===== src/rtl/regfile_sb_if.sv =====
// Bundle of read, write, issue and flush signals for regfile_sb.
// Master drives addresses/writes/issue; slave returns read data and busy state.
interface regfile_sb_if #(
  parameter int XLEN   = 32,
  parameter int DEPTH  = 32,
  parameter int NUM_RD = 2,
  parameter int NUM_WR = 2
);
  localparam int AW = $clog2(DEPTH);

  logic [NUM_RD*AW-1:0]   ra;
  logic [NUM_RD*XLEN-1:0] rdata;
  logic [NUM_RD-1:0]      rbusy;
  logic [NUM_WR-1:0]      we;
  logic [NUM_WR*AW-1:0]   wa;
  logic [NUM_WR*XLEN-1:0] wd;
  logic                   iss_valid;
  logic [AW-1:0]          iss_rd;
  logic                   flush;
  logic                   any_busy;

  // No handshake: every field is sampled or produced every cycle.
  modport master (
    output ra, we, wa, wd, iss_valid, iss_rd, flush,
    input  rdata, rbusy, any_busy
  );
  modport slave (
    input  ra, we, wa, wd, iss_valid, iss_rd, flush,
    output rdata, rbusy, any_busy
  );
endinterface


===== src/rtl/regfile_sb.sv =====
// Multi-port register file with write bypass, fixed-priority writes and a
// busy-bit scoreboard (issue sets, writeback clears, flush clears all).
module regfile_sb #(
  parameter int XLEN     = 32,
  parameter int DEPTH    = 32,
  parameter int NUM_RD   = 2,
  parameter int NUM_WR   = 2,
  parameter int ZERO_REG = 1
) (
  input logic         clk,
  input logic         rst_n,
  regfile_sb_if.slave bus
);
  localparam int AW = $clog2(DEPTH);

  logic [XLEN-1:0]   mem [DEPTH];
  logic [DEPTH-1:0]  busy;
  logic [DEPTH-1:0]  busy_nxt;
  logic [AW-1:0]     wr_addr [NUM_WR];
  logic [XLEN-1:0]   wr_data [NUM_WR];
  logic [NUM_WR-1:0] wr_keep;
  logic [AW-1:0]     rd_addr [NUM_RD];
  logic [NUM_RD-1:0] rd_hit;
  logic              iss_keep;

  for (genvar j = 0; j < NUM_WR; j++) begin : g_wr
    assign wr_addr[j] = bus.wa[j*AW +: AW];
    assign wr_data[j] = bus.wd[j*XLEN +: XLEN];
    assign wr_keep[j] = bus.we[j] && !(ZERO_REG != 0 && wr_addr[j] == '0);
  end

  for (genvar k = 0; k < NUM_RD; k++) begin : g_rd
    assign rd_addr[k] = bus.ra[k*AW +: AW];
  end

  assign iss_keep = bus.iss_valid && !(ZERO_REG != 0 && bus.iss_rd == '0);

  // Clear first, then set, then flush: set beats clear, flush beats both.
  always_comb begin
    busy_nxt = busy;
    for (int j = 0; j < NUM_WR; j++) begin
      if (bus.we[j]) busy_nxt[wr_addr[j]] = 1'b0;
    end
    if (iss_keep) busy_nxt[bus.iss_rd] = 1'b1;
    if (bus.flush) busy_nxt = '0;
  end

  // Ascending port order means the highest-index port's NBA lands last.
  always_ff @(posedge clk or negedge rst_n) begin
    if (!rst_n) begin
      for (int i = 0; i < DEPTH; i++) mem[i] <= '0;
      busy <= '0;
    end else begin
      for (int j = 0; j < NUM_WR; j++) begin
        if (wr_keep[j]) mem[wr_addr[j]] <= wr_data[j];
      end
      busy <= busy_nxt;
    end
  end

  always_comb begin
    bus.rdata = '0;
    bus.rbusy = '0;
    rd_hit    = '0;
    for (int k = 0; k < NUM_RD; k++) begin
      bus.rdata[k*XLEN +: XLEN] = mem[rd_addr[k]];
      for (int j = 0; j < NUM_WR; j++) begin
        if (bus.we[j] && wr_addr[j] == rd_addr[k]) begin
          bus.rdata[k*XLEN +: XLEN] = wr_data[j];
          rd_hit[k] = 1'b1;
        end
      end
      bus.rbusy[k] = busy[rd_addr[k]] & ~rd_hit[k];
      if (ZERO_REG != 0 && rd_addr[k] == '0) begin
        bus.rdata[k*XLEN +: XLEN] = '0;
        bus.rbusy[k] = 1'b0;
      end
    end
  end

  assign bus.any_busy = |busy;

endmodule


===== src/flat_wrapper.sv =====
// flat-port wrapper written by rule: the top's interface ports become plain ports
module regfile_sb_flat 
#(
  parameter int XLEN     = 32,
  parameter int DEPTH    = 32,
  parameter int NUM_RD   = 2,
  parameter int NUM_WR   = 2,
  parameter int ZERO_REG = 1
)
  (clk, rst_n, bus_ra, bus_we, bus_wa, bus_wd, bus_iss_valid, bus_iss_rd, bus_flush, bus_rdata, bus_rbusy, bus_any_busy);
  regfile_sb_if #(.XLEN(XLEN), .DEPTH(DEPTH), .NUM_RD(NUM_RD), .NUM_WR(NUM_WR)) bus_i ();
  input logic clk;
  input logic rst_n;
  input wire logic [$bits(bus_i.ra)-1:0] bus_ra;
  input wire logic [$bits(bus_i.we)-1:0] bus_we;
  input wire logic [$bits(bus_i.wa)-1:0] bus_wa;
  input wire logic [$bits(bus_i.wd)-1:0] bus_wd;
  input wire logic [$bits(bus_i.iss_valid)-1:0] bus_iss_valid;
  input wire logic [$bits(bus_i.iss_rd)-1:0] bus_iss_rd;
  input wire logic [$bits(bus_i.flush)-1:0] bus_flush;
  output wire logic [$bits(bus_i.rdata)-1:0] bus_rdata;
  output wire logic [$bits(bus_i.rbusy)-1:0] bus_rbusy;
  output wire logic [$bits(bus_i.any_busy)-1:0] bus_any_busy;
  assign bus_i.ra = bus_ra;
  assign bus_i.we = bus_we;
  assign bus_i.wa = bus_wa;
  assign bus_i.wd = bus_wd;
  assign bus_i.iss_valid = bus_iss_valid;
  assign bus_i.iss_rd = bus_iss_rd;
  assign bus_i.flush = bus_flush;
  assign bus_rdata = bus_i.rdata;
  assign bus_rbusy = bus_i.rbusy;
  assign bus_any_busy = bus_i.any_busy;
  regfile_sb #(.XLEN(XLEN), .DEPTH(DEPTH), .NUM_RD(NUM_RD), .NUM_WR(NUM_WR), .ZERO_REG(ZERO_REG)) u_core (.clk(clk), .rst_n(rst_n), .bus(bus_i));
endmodule

===== config.mk =====
export PLATFORM = sky130hd
export DESIGN_NAME = regfile_sb_flat
export DESIGN_NICKNAME = d
export VERILOG_FILES = /design/src/rtl/regfile_sb_if.sv /design/src/rtl/regfile_sb.sv /design/src/flat_wrapper.sv
export SDC_FILE = /design/constraint.sdc
export NUM_CORES = 2
export LEC_CHECK = 0
export ABC_AREA = 1
export CAP_MARGIN = 10
export CORE_MARGIN = 8
export CORE_UTILIZATION = 30
export CTS_CLUSTER_SIZE = 40
export DETAILED_ROUTE_END_ITERATION = 10
export PLACE_DENSITY = 0.47
export SLEW_MARGIN = 20
export SYNTH_ARGS = -nofsm -noshare
export SYNTH_HDL_FRONTEND = slang
export SYNTH_SLANG_ARGS = --single-unit

===== constraint.sdc =====
create_clock -name clk -period 1.9 [get_ports clk]
set_clock_uncertainty 0.2 [all_clocks]
set_input_delay 0.19 -clock clk [delete_from_list [all_inputs] [get_ports clk]]
set_output_delay 0.19 -clock clk [all_outputs]
set_load 0.03 [all_outputs]

After elaboration in Yosys (flattened, before gate mapping)
Index checks and enable logic that the tools add are counted.
Cells by class
  reductions and logical operators: 21
  div/mod/pow operators: 0
  bitwise gates (word level): 13
  add/sub/neg operators: 0
  multipliers: 0
  magnitude comparators: 14
  multiplexer cells: 40
  shift-type cells: 0
  equal/unequal tests: 4
Operator list (number)
  $bwmux 1024: 2
  $mux 1024: 2
  $mux 32: 16
  $bmux 32 s5: 2
  $demux 32 s5: 2
  $and 32x32->32: 2
  $not 32->32: 2
  $or 32x32->32: 1
  $reduce_or 32->1: 1
  $lt 5x6->1 const B: 5
  $logic_not 5->1: 5
  $ge 6x6->1 const B: 4
  $not 5->6: 4
  $eq 5x5->1: 4
  $demux 1 s5: 3
  $ge 5x1->1 const B: 3
  $logic_and 1x1->1: 12
  $lt 6x1->1 const B: 2
  $mux 1: 11
  $bmux 1 s5: 2
  $logic_not 1->1: 3
  $and 1x1->1: 2
  $not 1->1: 2
Word-level totals
  output and inout bits: 67
  RAM bits: 0
  bits of input ports: 95
  bits in latches: 0
  bits in read-only memories: 0
  flip-flop bits (word level): 1056
  memories kept: 0

Longest topological paths before layout
  word-level depth: 12
  depth in mapped cells: 14

Worst setup path after synthesis
OpenSTA, ideal clock, no wires.
  kind: input to output
  start point: input port bus_ra[5]
  end point: output port bus_rbusy[1]
  path buffers: 4
  setup slack: -0.486 ns
  stages: 10
  arrival: 1.996 ns
  data required time: 1.510 ns
  cells stage by stage: buf_2 -> buf_2 -> buf_2 -> clkbuf_1 -> nand2_1 -> nand3_1 -> nand3_1 -> nand3_1 -> a21oi_1 -> nor3_1
On the way
  word-level cells in the longest chain between the ends: 7
  elaborated cells between the ends (all ways): 12
RTL lines
  start: declaration: RTL line flat_wrapper.sv:14  | input wire logic [$bits(bus_i.ra)-1:0] bus_ra;
  branches (longest 6 deep; another with $bmux 1 s5)
  $mux 1 (*): RTL line regfile_sb.sv:74  | if (ZERO_REG != 0 && rd_addr[k] == '0) begin
  end: declaration: RTL line flat_wrapper.sv:22  | output wire logic [$bits(bus_i.rbusy)-1:0] bus_rbusy;
Every way passes the cells marked *. The select of a mux whose other input is x is not followed.

Worst setup path after layout
  start point: register u_core.mem[370] (netlist bit)
  end point: output port bus_rdata[50]
On the way
  word-level cells in the longest chain between the ends: 6
RTL lines
  start: declaration: RTL line regfile_sb.sv:16  | logic [XLEN-1:0] mem [DEPTH];
  start signal: indexed assignment: RTL line regfile_sb.sv:55  | if (wr_keep[j]) mem[wr_addr[j]] <= wr_data[j];
  $bmux 32 s5: RTL line regfile_sb.sv:66  | bus.rdata[k*XLEN +: XLEN] = mem[rd_addr[k]];
  $mux 32 (implied by the code) (2 in a row): RTL line regfile_sb.sv:66
  $mux 32 (2 in a row): RTL line regfile_sb.sv:68  | if (bus.we[j] && wr_addr[j] == rd_addr[k]) begin
  $mux 32: RTL line regfile_sb.sv:74
  end: declaration: RTL line flat_wrapper.sv:21  | output wire logic [$bits(bus_i.rdata)-1:0] bus_rdata;
No other way between the ends. The select of a mux whose other input is x is not followed.

==> results.sh <==
export IMPL_cts_made_buffers=144
export IMPL_io_buffers=161
export IMPL_grt_total_usage=0.442
export IMPL_final_seq_area_um2=26500
export IMPL_std_cell_rows=177
export IMPL_path_class="reg2out"
export IMPL_min_period_ns=2.96
export IMPL_combPwrFrac=0.331
export IMPL_routed_wl_mm=576
export IMPL_clock_root_buffer="clkbuf_16"
export IMPL_fmax_mhz=338
export IMPL_ant_nets=0
export IMPL_io_pins=162
export IMPL_critPathTopFamily="compound AO/OA/AOI/OAI gates"
export IMPL_drcViolationCount=0
export IMPL_clockBufferDepth=3
export IMPL_fin_ws_ns=-1.06
export IMPL_drt_iter0_drc=15500
export IMPL_hold_violations=0
export IMPL_min_path_type="in2reg"
export IMPL_synthAdderAreaFrac=0
export IMPL_dpl_cell_count=14800
export IMPL_antenna_found_initial=71
export IMPL_rsz0062_at_grt="yes"
export IMPL_wire_per_inst_um=37.8
export IMPL_internal_power_mw=59.2
export IMPL_fillers=23700
export IMPL_yosys_area_share_xor_xnor=0.000501
export IMPL_cts_tree="built"
export IMPL_swShare=0.374
export IMPL_violations="setup timing"
export IMPL_synthArstFlopShare=1.00
export IMPL_status="complete, but fails checks"
export IMPL_ys_seq_area_frac=0.378
export IMPL_synth_compound_area_frac=0.213
export IMPL_path_buf_inv=3
export IMPL_power_mw=94.5
export IMPL_yosys_area_share_simple=0.320
export IMPL_cpPeakStageDelay_ns=0.38
export IMPL_die_w_um=499
export IMPL_dr_pass1_iters=8
export IMPL_path_common_cell="nand2_1"
export IMPL_setup_viol=67
export IMPL_critical_path_arrival_ns=2.57
export IMPL_synth_mux_area_frac=0.000286
export IMPL_layoutNonFillerInstCount=15200
export IMPL_slew_headroom=0.507
export IMPL_synth_top_area_share=0.378
export IMPL_die_y_um=499
export IMPL_synthTopCellsByArea="dfrtp_1, nand2_1, nand3_1, o21ai_0, a21oi_1"
export IMPL_critPathRequiredTime_ns=1.51
export IMPL_crit_path_end_kind="output port"
export IMPL_maxCapViolCount=0
export IMPL_overflow=0
export IMPL_synth_cells=10800
export IMPL_synth_top_family_by_area="simple AND/OR/NAND/NOR gates"
export IMPL_multi_input_area_um2=41200
export IMPL_drive_gt1_frac=0.253
export IMPL_vias_per_cell=6.14
export IMPL_coreArea_um2=232000
export IMPL_grt_pass1_vias=85700
export IMPL_synth_top_area_cell="dfrtp_1"
export IMPL_synth_warnings=0
export IMPL_grt_max_degree=74
export IMPL_worstPathMaxFanout=2
export IMPL_worst_pin_slew_ns=0.737
export IMPL_synth_edff_count=0
export IMPL_area_delta_synth_final_pct=46.5
export IMPL_cp_slowest_cell="dfrtp_1"
export IMPL_dp_hpwl_mm=409
export IMPL_synth_cell_type_count=40
export IMPL_syn_avg_cell_area_um2=6.49
export IMPL_clkTransAtPathRegs_ns=0.06
export IMPL_routed_via_count=93700
export IMPL_h_tree_depth=4
export IMPL_layout_nets=12100
export IMPL_fin_crit_sh=1.56
export IMPL_grt_pass1_wl_mm=766
export IMPL_initial_core_util=0.301
export IMPL_die_area_um2=249000
export IMPL_place_ws_ns=-1.32
export IMPL_power_density_nw_per_um2=922
export IMPL_maxSlewViolCount=0
export IMPL_gp_congestion=1.04
export IMPL_clkLatencyLatePin_ns=0.85
export IMPL_synth_flop_cell="dfrtp_1"
export IMPL_startpoint_type="register"
export IMPL_vdd_drop_max_v=0.000815
export IMPL_final_cell_mix="nand2_1, buf_4, nand3_1, dfrtp_1, o21ai_0"
export IMPL_leakage_nw=48.0
export IMPL_final_common_cell="nand2_1"
export IMPL_p_clk_frac=0.315
export IMPL_crit_path_cell_trace="buf_6 -> nand2_4 -> nand3_2 -> nand2_1 -> nand2_1 -> nand2_1 -> o21ai_2 -> buf_12 -> nand3_4 -> a21oi_4 -> buf_12"
export IMPL_synth_seq_cells=1056
export IMPL_seq_power_share=0.355
export IMPL_netSwitchingPower_mw=35.3
export IMPL_clock_sinks=1056
export IMPL_netlist_area_um2=70000
export IMPL_syn_num_nets=10900
## routing by layer
metal / routed length (um) / GRT usage / up-vias
li1: - / - / 38600
met1: 216000 / 0.554 / 45800
met2: 232000 / 0.626 / 7224
met3: 68900 / 0.131 / 1974
met4: 59200 / 0.362 / 28
met5: 198 / 0 / -
## power groups by stage
| stage | Sequential (mW) | Clock (mW) | Combinational [mW] |
|---|---|---|---|
| 2_1_floorplan | 31.7 | 0 | 15.1 |
| 3_3_place_gp | 33.3 | 0 | 28.2 |
| 3_5_place_dp | 33.4 | 0 | 28.5 |
| 4_1_cts | 33.1 | 29.7 | 29.8 |
| 5_1_grt | 33.9 | 30.6 | 33.6 |
| 6_report | 33.5 | 29.8 | 31.2 |
## synthesized netlist by cell type, types with 3 or more instances
master / n
a211oi_1: 11
a21oi_1: 908
a22oi_1: 200
buf_1: 76
buf_2: 178
buf_6: 14
clkbuf_1: 765
clkinv_1: 19
dfrtp_1: 1056
inv_1: 464
inv_2: 34
inv_4: 3
nand2_1: 3339
nand2_2: 8
nand2_4: 5
nand3_1: 1239
nand4_1: 6
nor2_1: 744
nor2_2: 36
nor2_4: 18
nor3_1: 14
nor3_2: 4
nor3_4: 3
nor4_1: 9
o211ai_1: 92
o21ai_0: 1080
o21ai_1: 28
o22ai_1: 400
o2bb2ai_1: 3
xnor2_1: 3
## worst reg2reg max path, delay by kind of cell, from the launching register on
| kind | cells | cell delay [ns] |
|---|---|---|
| AOI/OAI and AO/OA | 3 | 0.27 |
| DFF | 1 | 0.45 |
| buffers and inverters | 3 | 0.34 |
## final timing paths
check | from | end | slack, ns | cells after the start
hold reg to reg | u_core.mem[1022] | u_core.mem[1022] | 0.20 | 0
hold / removal | bus_wd[2] | u_core.mem[706] | 0.04 | 6
min in group asynchronous | rst_n | u_core.mem[413] | 0.11 | 3
max in group asynchronous | rst_n | u_core.mem[265] | 0.73 | 3
setup / recovery | u_core.mem[370] | bus_rdata[50] | -1.06 | 11
setup reg to reg | u_core.mem[733] | u_core.mem[733] | 0.53 | 6
## registers in the layout, indices dropped and copies added (netlist names)
signal	flops
u_core.mem	1024
u_core.busy	32
## layout make-up
| type | count | area share |
|---|---|---|
| diodes | 52 | 0.00127 |
| clock buffers | 206 | 0.0403 |
| clock inverters | 55 | 0.00800 |
| inverters | 520 | 0.0196 |
| multi-input cells | 8162 | 0.402 |
| flip-flops and latches | 1056 | 0.258 |
| well taps | 3043 | 0.0371 |
| repair buffers | 2151 | 0.234 |
## metrics by stage
stage                     TNS [ns]  hold WS [ns]   util  area (um^2)
after global placement     -812.39         0.186  0.401        93300
after floorplan             -0.102        -0.306      -        71500
final                       -55.76        0.0426  0.441       103000
after detailed placement   -819.13         0.190  0.401        93300
after CTS                   -57.08       0.00287  0.435       101000
after global routing        -59.39        0.0428  0.441       102000
## kinds of logic (layout without fill, tap and decap cells)
logic type      after synthesis  in the layout
mux                           2              2
compound gates             2726           2726
flops                      1056           1056
other cells                   0             52
xor+xnor                      4              4
simple gates               5430           5430
buf+inv                    1557           2932
## repair_timing
action | in CTS | in global routing
pin swaps | 240 | 213
hold buffers | 19 | 0
gates resized for setup | 576 | 257
setup endpoints to repair | 162 | 124
endpoints found under the hold margin | 1145 | 0
setup buffers | 70 | 42
gates cloned | 4 | 1
Note: power is estimated with default switching activity, not from simulation.
